## src/rtl/kw_arb_requester_pkg.sv

```systemverilog
// Shared types and default parameters for the arbiter requester front end.
// The optional starvation monitor is enabled with `define KW_ARB_REQ_STARVE_EN.
package kw_arb_requester_pkg;

    typedef enum logic [1:0] {
        IDLE  = 2'd0,
        REQ   = 2'd1,
        BURST = 2'd2
    } kw_arb_req_state_t;

    localparam int unsigned KW_ARB_REQ_N_DEF             = 16;
    localparam int unsigned KW_ARB_REQ_LEN_W_DEF         = 4;
    localparam int unsigned KW_ARB_REQ_STARVE_CYCLES_DEF = 64;

endpackage

```

## src/rtl/kw_arb_requester_chan.sv

```systemverilog
// One requester channel: command latch, request/lock FSM and beat pacing.
// The starvation counter exists only when KW_ARB_REQ_STARVE_EN is defined.
module kw_arb_requester_chan
    import kw_arb_requester_pkg::*;
#(
    parameter int unsigned LEN_W         = KW_ARB_REQ_LEN_W_DEF,
    parameter int unsigned STARVE_CYCLES = KW_ARB_REQ_STARVE_CYCLES_DEF
) (
    input  logic             clock,
    input  logic             reset_n,
    input  logic             cmd_valid,
    input  logic [LEN_W-1:0] cmd_len,
    output logic             cmd_ready,
    input  logic             data_valid,
    output logic             data_ready,
    output logic             data_last,
    output logic             request,
    output logic             lock,
    input  logic             grant,
    output logic             busy,
    output logic             starved
);

    kw_arb_req_state_t state_q, state_d;
    logic [LEN_W-1:0]  cnt_q, cnt_d;
    logic              cmd_ready_q, cmd_ready_d;
    logic              request_q, request_d;
    logic              lock_q, lock_d;
    logic              busy_q, busy_d;
    logic              beat;

    assign data_ready = (state_q != IDLE) && grant;
    assign data_last  = (state_q != IDLE) && (cnt_q == '0);
    assign beat       = data_valid && data_ready;

    // Registered outputs decode the next state so they line up with state_q.
    always_comb begin
        state_d = state_q;
        cnt_d   = cnt_q;
        case (state_q)
            IDLE: begin
                if (cmd_valid) begin
                    cnt_d   = cmd_len;
                    state_d = REQ;
                end
            end
            REQ, BURST: begin
                if (beat) begin
                    if (cnt_q == '0) begin
                        state_d = IDLE;
                    end else begin
                        cnt_d   = cnt_q - LEN_W'(1);
                        state_d = BURST;
                    end
                end
            end
            default: state_d = IDLE;
        endcase
        cmd_ready_d = (state_d == IDLE);
        request_d   = (state_d != IDLE);
        lock_d      = (state_d == BURST);
        busy_d      = (state_d != IDLE);
    end

    always_ff @(posedge clock or negedge reset_n) begin
        if (!reset_n) begin
            state_q     <= IDLE;
            cnt_q       <= '0;
            cmd_ready_q <= 1'b1;
            request_q   <= 1'b0;
            lock_q      <= 1'b0;
            busy_q      <= 1'b0;
        end else begin
            state_q     <= state_d;
            cnt_q       <= cnt_d;
            cmd_ready_q <= cmd_ready_d;
            request_q   <= request_d;
            lock_q      <= lock_d;
            busy_q      <= busy_d;
        end
    end

    assign cmd_ready = cmd_ready_q;
    assign request   = request_q;
    assign lock      = lock_q;
    assign busy      = busy_q;

`ifdef KW_ARB_REQ_STARVE_EN
    localparam int unsigned       SC_W   = $clog2(STARVE_CYCLES + 1);
    localparam logic [SC_W-1:0]   SC_MAX = SC_W'(STARVE_CYCLES);

    logic [SC_W-1:0] starve_cnt_q, starve_cnt_d;
    logic            starved_q, starved_d;

    // Counts only ungranted REQ cycles; any grant or leaving REQ restarts it.
    always_comb begin
        starve_cnt_d = '0;
        if (state_q == REQ && !grant) begin
            starve_cnt_d = (starve_cnt_q == SC_MAX) ? starve_cnt_q : starve_cnt_q + SC_W'(1);
        end
        starved_d = starved_q;
        if (grant || state_d == IDLE) begin
            starved_d = 1'b0;
        end else if (starve_cnt_d == SC_MAX) begin
            starved_d = 1'b1;
        end
    end

    always_ff @(posedge clock or negedge reset_n) begin
        if (!reset_n) begin
            starve_cnt_q <= '0;
            starved_q    <= 1'b0;
        end else begin
            starve_cnt_q <= starve_cnt_d;
            starved_q    <= starved_d;
        end
    end

    assign starved = starved_q;
`else
    logic starve_unused;
    assign starve_unused = (STARVE_CYCLES == 0);
    assign starved       = 1'b0;
`endif

endmodule

```

## src/rtl/kw_arb_requester.sv

```systemverilog
// N-channel requester front end for the static-priority arbiter.
// Define KW_ARB_REQ_STARVE_EN to build the per-channel starvation monitors.
module kw_arb_requester
    import kw_arb_requester_pkg::*;
#(
    parameter int unsigned N             = KW_ARB_REQ_N_DEF,
    parameter int unsigned LEN_W         = KW_ARB_REQ_LEN_W_DEF,
    parameter int unsigned STARVE_CYCLES = KW_ARB_REQ_STARVE_CYCLES_DEF
) (
    input  logic               clock,
    input  logic               reset_n,
    input  logic [N-1:0]       cmd_valid,
    input  logic [N*LEN_W-1:0] cmd_len,
    output logic [N-1:0]       cmd_ready,
    input  logic [N-1:0]       data_valid,
    output logic [N-1:0]       data_ready,
    output logic [N-1:0]       data_last,
    output logic [N-1:0]       request,
    output logic [N-1:0]       lock,
    input  logic [N-1:0]       grant,
    output logic [N-1:0]       busy,
    output logic [N-1:0]       starved
);

    for (genvar i = 0; i < N; i++) begin : g_chan
        kw_arb_requester_chan #(
            .LEN_W         (LEN_W),
            .STARVE_CYCLES (STARVE_CYCLES)
        ) u_chan (
            .clock      (clock),
            .reset_n    (reset_n),
            .cmd_valid  (cmd_valid[i]),
            .cmd_len    (cmd_len[i*LEN_W +: LEN_W]),
            .cmd_ready  (cmd_ready[i]),
            .data_valid (data_valid[i]),
            .data_ready (data_ready[i]),
            .data_last  (data_last[i]),
            .request    (request[i]),
            .lock       (lock[i]),
            .grant      (grant[i]),
            .busy       (busy[i]),
            .starved    (starved[i])
        );
    end

endmodule

```

## config.mk

```make
export PLATFORM = sky130hd
export DESIGN_NAME = kw_arb_requester
export DESIGN_NICKNAME = d
export VERILOG_FILES = /design/src/rtl/kw_arb_requester_pkg.sv /design/src/rtl/kw_arb_requester_chan.sv /design/src/rtl/kw_arb_requester.sv
export SDC_FILE = /design/constraint.sdc
export NUM_CORES = 1
export LEC_CHECK = 0
export ABC_AREA = 1
export CAP_MARGIN = 20
export CORE_UTILIZATION = 45
export DETAILED_ROUTE_END_ITERATION = 10
export GPL_TIMING_DRIVEN = 1
export PLACE_DENSITY = 0.78
export SYNTH_ARGS = -nofsm -noshare
export SYNTH_HDL_FRONTEND = slang
export SYNTH_SLANG_ARGS = --single-unit
```

## constraint.sdc

```tcl
create_clock -name clock -period 4.5 [get_ports clock]
set_input_delay 0.675 -clock clock [delete_from_list [all_inputs] [get_ports clock]]
set_output_delay 0.675 -clock clock [all_outputs]
set_load 0.005 [all_outputs]
```

# --- Word-level counts from Yosys, hierarchy flattened ---
# Cells that the tools add are included.
totals:
  out_inout_bits: 112
  register_bits: 144
  inputBits: 114
  elab_cells: 496
classes:
  n_addsub: 16
  n_eq_ne: 96
  n_mux: 128
  n_reduce_logical: 176
op_table:
  columns: ["op", "n"]
  rows:
  - ["4-bit 2-to-1 mux", 48]
  - ["4-bit case mux with 2 select lines", 16]
  - ["2-bit 2-to-1 mux", 48]
  - ["2-bit nonzero test", 48]
  - ["2-bit equality test, second input constant", 32]
  - ["2-bit zero test", 32]
  - ["4-bit zero test", 16]
  - ["2-bit != test, second input constant", 32]
  - ["2-bit case mux with 2 select lines", 16]
  - ["4-bit AND reduction", 16]
  - ["4-bit by 1-bit subtractor with 4-bit output, second input constant", 16]
  - ["1-bit logical AND", 48]
  - ["2-bit by 1-bit equality test with 1-bit output, second input constant", 16]
  - ["2-bit by 1-bit != test with 1-bit output, second input constant", 16]
  - ["2-bit OR reduction", 16]

# --- Depth between registers and ports, before layout ---
depth:
  ltp_word: 6
  depth_mapped: 11
  depth_no_buf: 11

# --- Hierarchy ---
# Synthesis repeated with hierarchy kept, for this count alone.
hier_totals:
  cells_unflattened: 1267
  area_unflattened_um2: 9208.8
modules_own_cells:
  columns: ["mod", "cells_per_inst", "seq_area_each_um2", "area_each_um2", "instances"]
  rows:
  - ["kw_arb_requester_chan at g_chan[0].u_chan ...", 79, 226.5, 574.3, 15]
  - ["kw_arb_requester_chan at g_chan[5].u_chan", 82, 226.5, 594.3, 1]

# --- Worst setup path before layout ---
# Ideal clock, no wire load.
synth_path:
  path_type: "flip-flop to output port"
  from: "reg g_chan[14].u_chan.cnt_q[0]"
  to: "out data_last[14]"
  path_buffers: 1
  slack_ns: 2.802
  t_required_ns: 3.825
  path_stages_with_launch: 8
  arrival_ns: 1.023
  path_cell_list: "dfrtp_1 inv_1 ha_1 inv_1 nor2_1 nand2_1 nor2_1 buf_4"
synth_between:
  elab_chain_len: 2
synth_rtl:
  columns: ["item", "line_no", "source"]
  rows:
  - ["start: declaration", "kw_arb_requester_chan.sv:25", "logic [LEN_W-1:0] cnt_q, cnt_d;"]
  - ["start signal: assignment", "kw_arb_requester_chan.sv:75", "cnt_q <= cnt_d;"]
  - ["4-bit zero test", "kw_arb_requester_chan.sv:33", "assign data_last = (state_q != IDLE) && (cnt_q == '0);"]
  - ["1-bit logical AND", "kw_arb_requester_chan.sv:33", null]
  - ["end: declaration", "kw_arb_requester.sv:17", "output logic [N-1:0] data_last,"]
# Every way passes these cells.

# --- Worst setup path after layout ---
layout_path:
  from: "reg g_chan[13].u_chan.cnt_q[0]"
  to: "out data_last[13]"
layout_between:
  elab_chain_len: 2
layout_rtl:
  columns: ["item", "line_no"]
  rows:
  - ["start: declaration", "kw_arb_requester_chan.sv:25"]
  - ["start signal: assignment", "kw_arb_requester_chan.sv:75"]
  - ["4-bit zero test", "kw_arb_requester_chan.sv:33"]
  - ["1-bit logical AND", "kw_arb_requester_chan.sv:33"]
# Every way passes these cells.

==> flow_metrics.py <==
metrics = {
    "outcome": {
        "status": "finished clean",
    },
    "power_and_ir_drop": {
        "seqPwrFrac_pct": 25.8,
        "power_density_nw_per_um2": 793,
        "switching_share_pct": 43.7,
        "power_leakage_nw": 5.93,
        "clock_power_share_pct": 16.0,
        "power_switching_mw": 3.99,
        "intPower_mw": 5.15,
        "power_frac_comb_pct": 58.2,
        "peakVddDrop_uv": 343,
    },
    "sta": {
        "hold_viol": 0,
        "rsz0062_at_grt": "false",
        "finalSetupViolations": 0,
        "drv_slew": 0,
        "post-route-period-util_pct": 58.4,
        "worst_slew_pin_slew_ps": 886,
        "hold_slack_ps": 344,
        "setup_ws_ps": 1870,
        "setup_tns_ps": 0,
        "skew_ps": 7.53,
        "post-route-min-period_ps": 2630,
        "max_freq_mhz": 380,
        "maxSlewHeadroom_pct": 40.9,
    },
    "global_route": {
        "grt_pass1_wl_um": 32300,
        "grt_pass1_vias": 7372,
        "grt_max_degree": 98,
        "grtUsageTotal_pct": 18.4,
        "antenna_found_initial": 0,
        "gr-total-overflow": 0,
    },
    "finish": {
        "final_cell_count_no_fill": 1678,
        "final_cell_area_um2": 11500,
        "ff_latch_area_um2": 3620,
        "nFillCells": 1858,
        "drive_above_1_share_pct": 5.76,
        "syn2layout_area_growth_pct": 24.6,
        "num-nets-final": 1556,
        "multi_input_area_um2": 3990,
    },
    "route": {
        "wl_met3_um": 1010,
        "vias": 7847,
        "wl_met2_um": 9020,
        "wl_met1_um": 8560,
        "drtIter0Drc": 349,
        "avgViaCountPerCell": 4.68,
        "top_layer": "met4",
        "wirelength_um": 18900,
        "dr.pass1.iters": 7,
        "ant_nets": 0,
        "drt-wirelength-per-cell_um": 11.2,
        "drc_errors": 0,
    },
    "yosys": {
        "synth_xor_xnor_area_share_pct": 0,
        "synth_top_family_by_area": "simple AND/OR/NAND/NOR gates",
        "syn_inst": 1262,
        "muxShareOfSynthArea_pct": 0,
        "synth_seq_cells": 144,
        "synth_compound_area_share_pct": 11.8,
        "yosys_warnings": 0,
        "syn_area_um2": 9250,
        "synth-simple-area-share_pct": 24.2,
        "yosysSeqAreaShare_pct": 39.2,
        "synthAdderAreaFrac_pct": 6.49,
        "synth.distinct_cells": 19,
        "postSynthAreaPerCell_um2": 7.33,
    },
    "floorplanning": {
        "core_um2": 20200,
        "rows": 52,
        "start_util_pct": 45.9,
        "fp.dieW_um": 145,
        "die_area_um2": 21100,
        "io_pins": 226,
        "die_y_um": 145,
    },
    "setup_path": {
        "critPathBufInv": 3,
        "r2r_cells": 11,
        "r2r_end": "g_chan[1].u_chan.lock",
        "crit_required_ps": 3830,
        "startpoint_type": "flop",
        "worst-setup-path-type": "flop to primary output",
        "cp.arrival_ps": 1950,
        "critical_path.top_delay_family": "buffers and inverters",
        "cp-end-kind": "primary output",
        "ff2ff_setup_slack_ps": 2760,
        "cp_slowest_cell": "clkdlybuf4s50_1",
        "cpPeakStageDelay_ps": 520,
        "r2r-start": "g_chan[1].u_chan.state_q[0]",
        "crit_chain": "inv_1 > ha_1 > inv_1 > nor2_1 > nand2_1 > nor2_1 > clkdlybuf4s50_1",
        "cp_max_fo": 4,
    },
    "run": {
        "maxCapViolCount": 0,
    },
    "clock_network": {
        "htreeDepth": 4,
        "cts_hold_buffers": 0,
        "postCtsSetupRepairBufs": 0,
        "clk_path_buf_depth": 2,
        "clk_pin_slew_ps": 60,
        "post_cts_resized": 0,
        "cts_root_buf": "clkbuf_16",
        "clkSinkCount": 144,
        "insertion_delay_ps": 410,
        "cts_buffers": 17,
        "cts_tree": "built",
    },
    "placed_design": {
        "postPlaceCellArea_um2": 10900,
        "placedCellCount": 1645,
        "place.port_buffers": 209,
        "dp_slack_ps": 2000,
        "place_hpwl_um": 14300,
        "gp_congestion": 0.818,
    },
    "hold_path": {
        "min-delay-path-class": "primary input to asynchronous set/reset pin",
    },
}
worst reg2reg max path: cells and delay by family, from the launching register on:
kind | cells | cell delay (ps)
and+or+nand+nor | 8 | 810
adders and majority gates | 1 | 260
buffers and inverters | 2 | 180
DFF | 1 | 400
cell usage in the layout (no fill, tap or decap), types with 3 or more instances in the layout:
cell and count:
clkbuf_16 17, clkinv_4 3, o21bai_1 16, nand4_1 17, nor2_1 96, dfrtp_1 128
nand2_1 358, inv_2 15, clkdlybuf4s50_1 208, a21oi_4 13, conb_1 16, o21ai_0 129
o21a_1 12, ha_1 48, inv_1 212, nand3_1 84, clkinvlp_4 3, bufinv_16 3
dfstp_2 16
state kept, by name, summed over array words and instances (netlist names):
register and flops:
g_chan.u_chan.cmd_ready 16, g_chan.u_chan.cnt_q 64, g_chan.u_chan.lock 16, g_chan.u_chan.request 16
g_chan.u_chan.state_q 32
cells in the mapped netlist:
cell type	n	share of area, %
nor2_1	96	3.9
nand2_1	358	15
ha_1	48	6.5
nand3_1	84	4.5
dfstp_2	16	4.5
a21oi_2	2	0.19
clkbuf_2	1	0.054
o21a_1	12	0.97
a21oi_4	13	2.3
nand4_1	17	1.1
or2_2	1	0.068
a21oi_1	1	0.054
inv_2	15	0.61
o21bai_1	16	1.3
conb_1	1	0.041
dfrtp_1	128	35
inv_1	212	8.6
o21ai_0	129	7.0
buf_4	112	9.1
metrics by stage:
stage,power (mW),util [%]
2_1_floorplan,6.48,-
3_3_place_gp,7.52,54.1
3_5_place_dp,7.69,54.1
4_1_cts,9.22,57.1
5_1_grt,10.1,57.1
6_report,9.15,57.1
power groups by stage:
stage	Sequential (mW)	Clock, mW	Combinational [mW]
floorplan	2.29	0	4.19
global placement	2.36	0	5.16
detailed placement	2.38	0	5.31
CTS	2.36	1.51	5.35
global route	2.44	1.56	6.09
finish	2.36	1.46	5.32
metal layers:
layer  up-vias  track usage, %
li1       4073               -
met1      3556            22.7
met2       198            31.9
met3        20            4.26
met4         0            5.95
met5         -               0
layout make-up:
| class | instances | share of cell area (%) |
|---|---|---|
| Antenna cell | 1 | 0.0217 |
| Clock buffer | 20 | 3.96 |
| Clock inverter | 12 | 1.37 |
| Inverter | 227 | 7.39 |
| Multi-Input combinational cell | 793 | 34.6 |
| Sequential cell | 144 | 31.4 |
| Tap cell | 270 | 2.93 |
| Timing Repair Buffer | 211 | 18.3 |
kinds of logic (layout without fill, tap and decap cells):
family	count (synthesis)	after routing
buffers and inverters	340	470
other	1	17
flip-flops	144	144
adder cells (fa/ha/maj)	48	48
AND/OR/NAND/NOR	556	556
AO/OA/AOI/OAI	173	173
worst max path at each step:
stage	startpoint	endpoint	slack, ps	cells past startpoint
global route	g_chan[14].u_chan.cnt_q[0]	data_last[14]	1710	7
CTS	g_chan[14].u_chan.cnt_q[0]	data_last[14]	1850	7
floorplan	g_chan[14].u_chan.cnt_q[0]	data_last[14]	2800	7
detailed placement	grant[14]	data_ready[14]	2000	4
finish	g_chan[13].u_chan.cnt_q[0]	data_last[13]	1870	7
global placement	grant[14]	data_ready[14]	2010	4
Note: power is estimated with default switching activity, not from simulation.
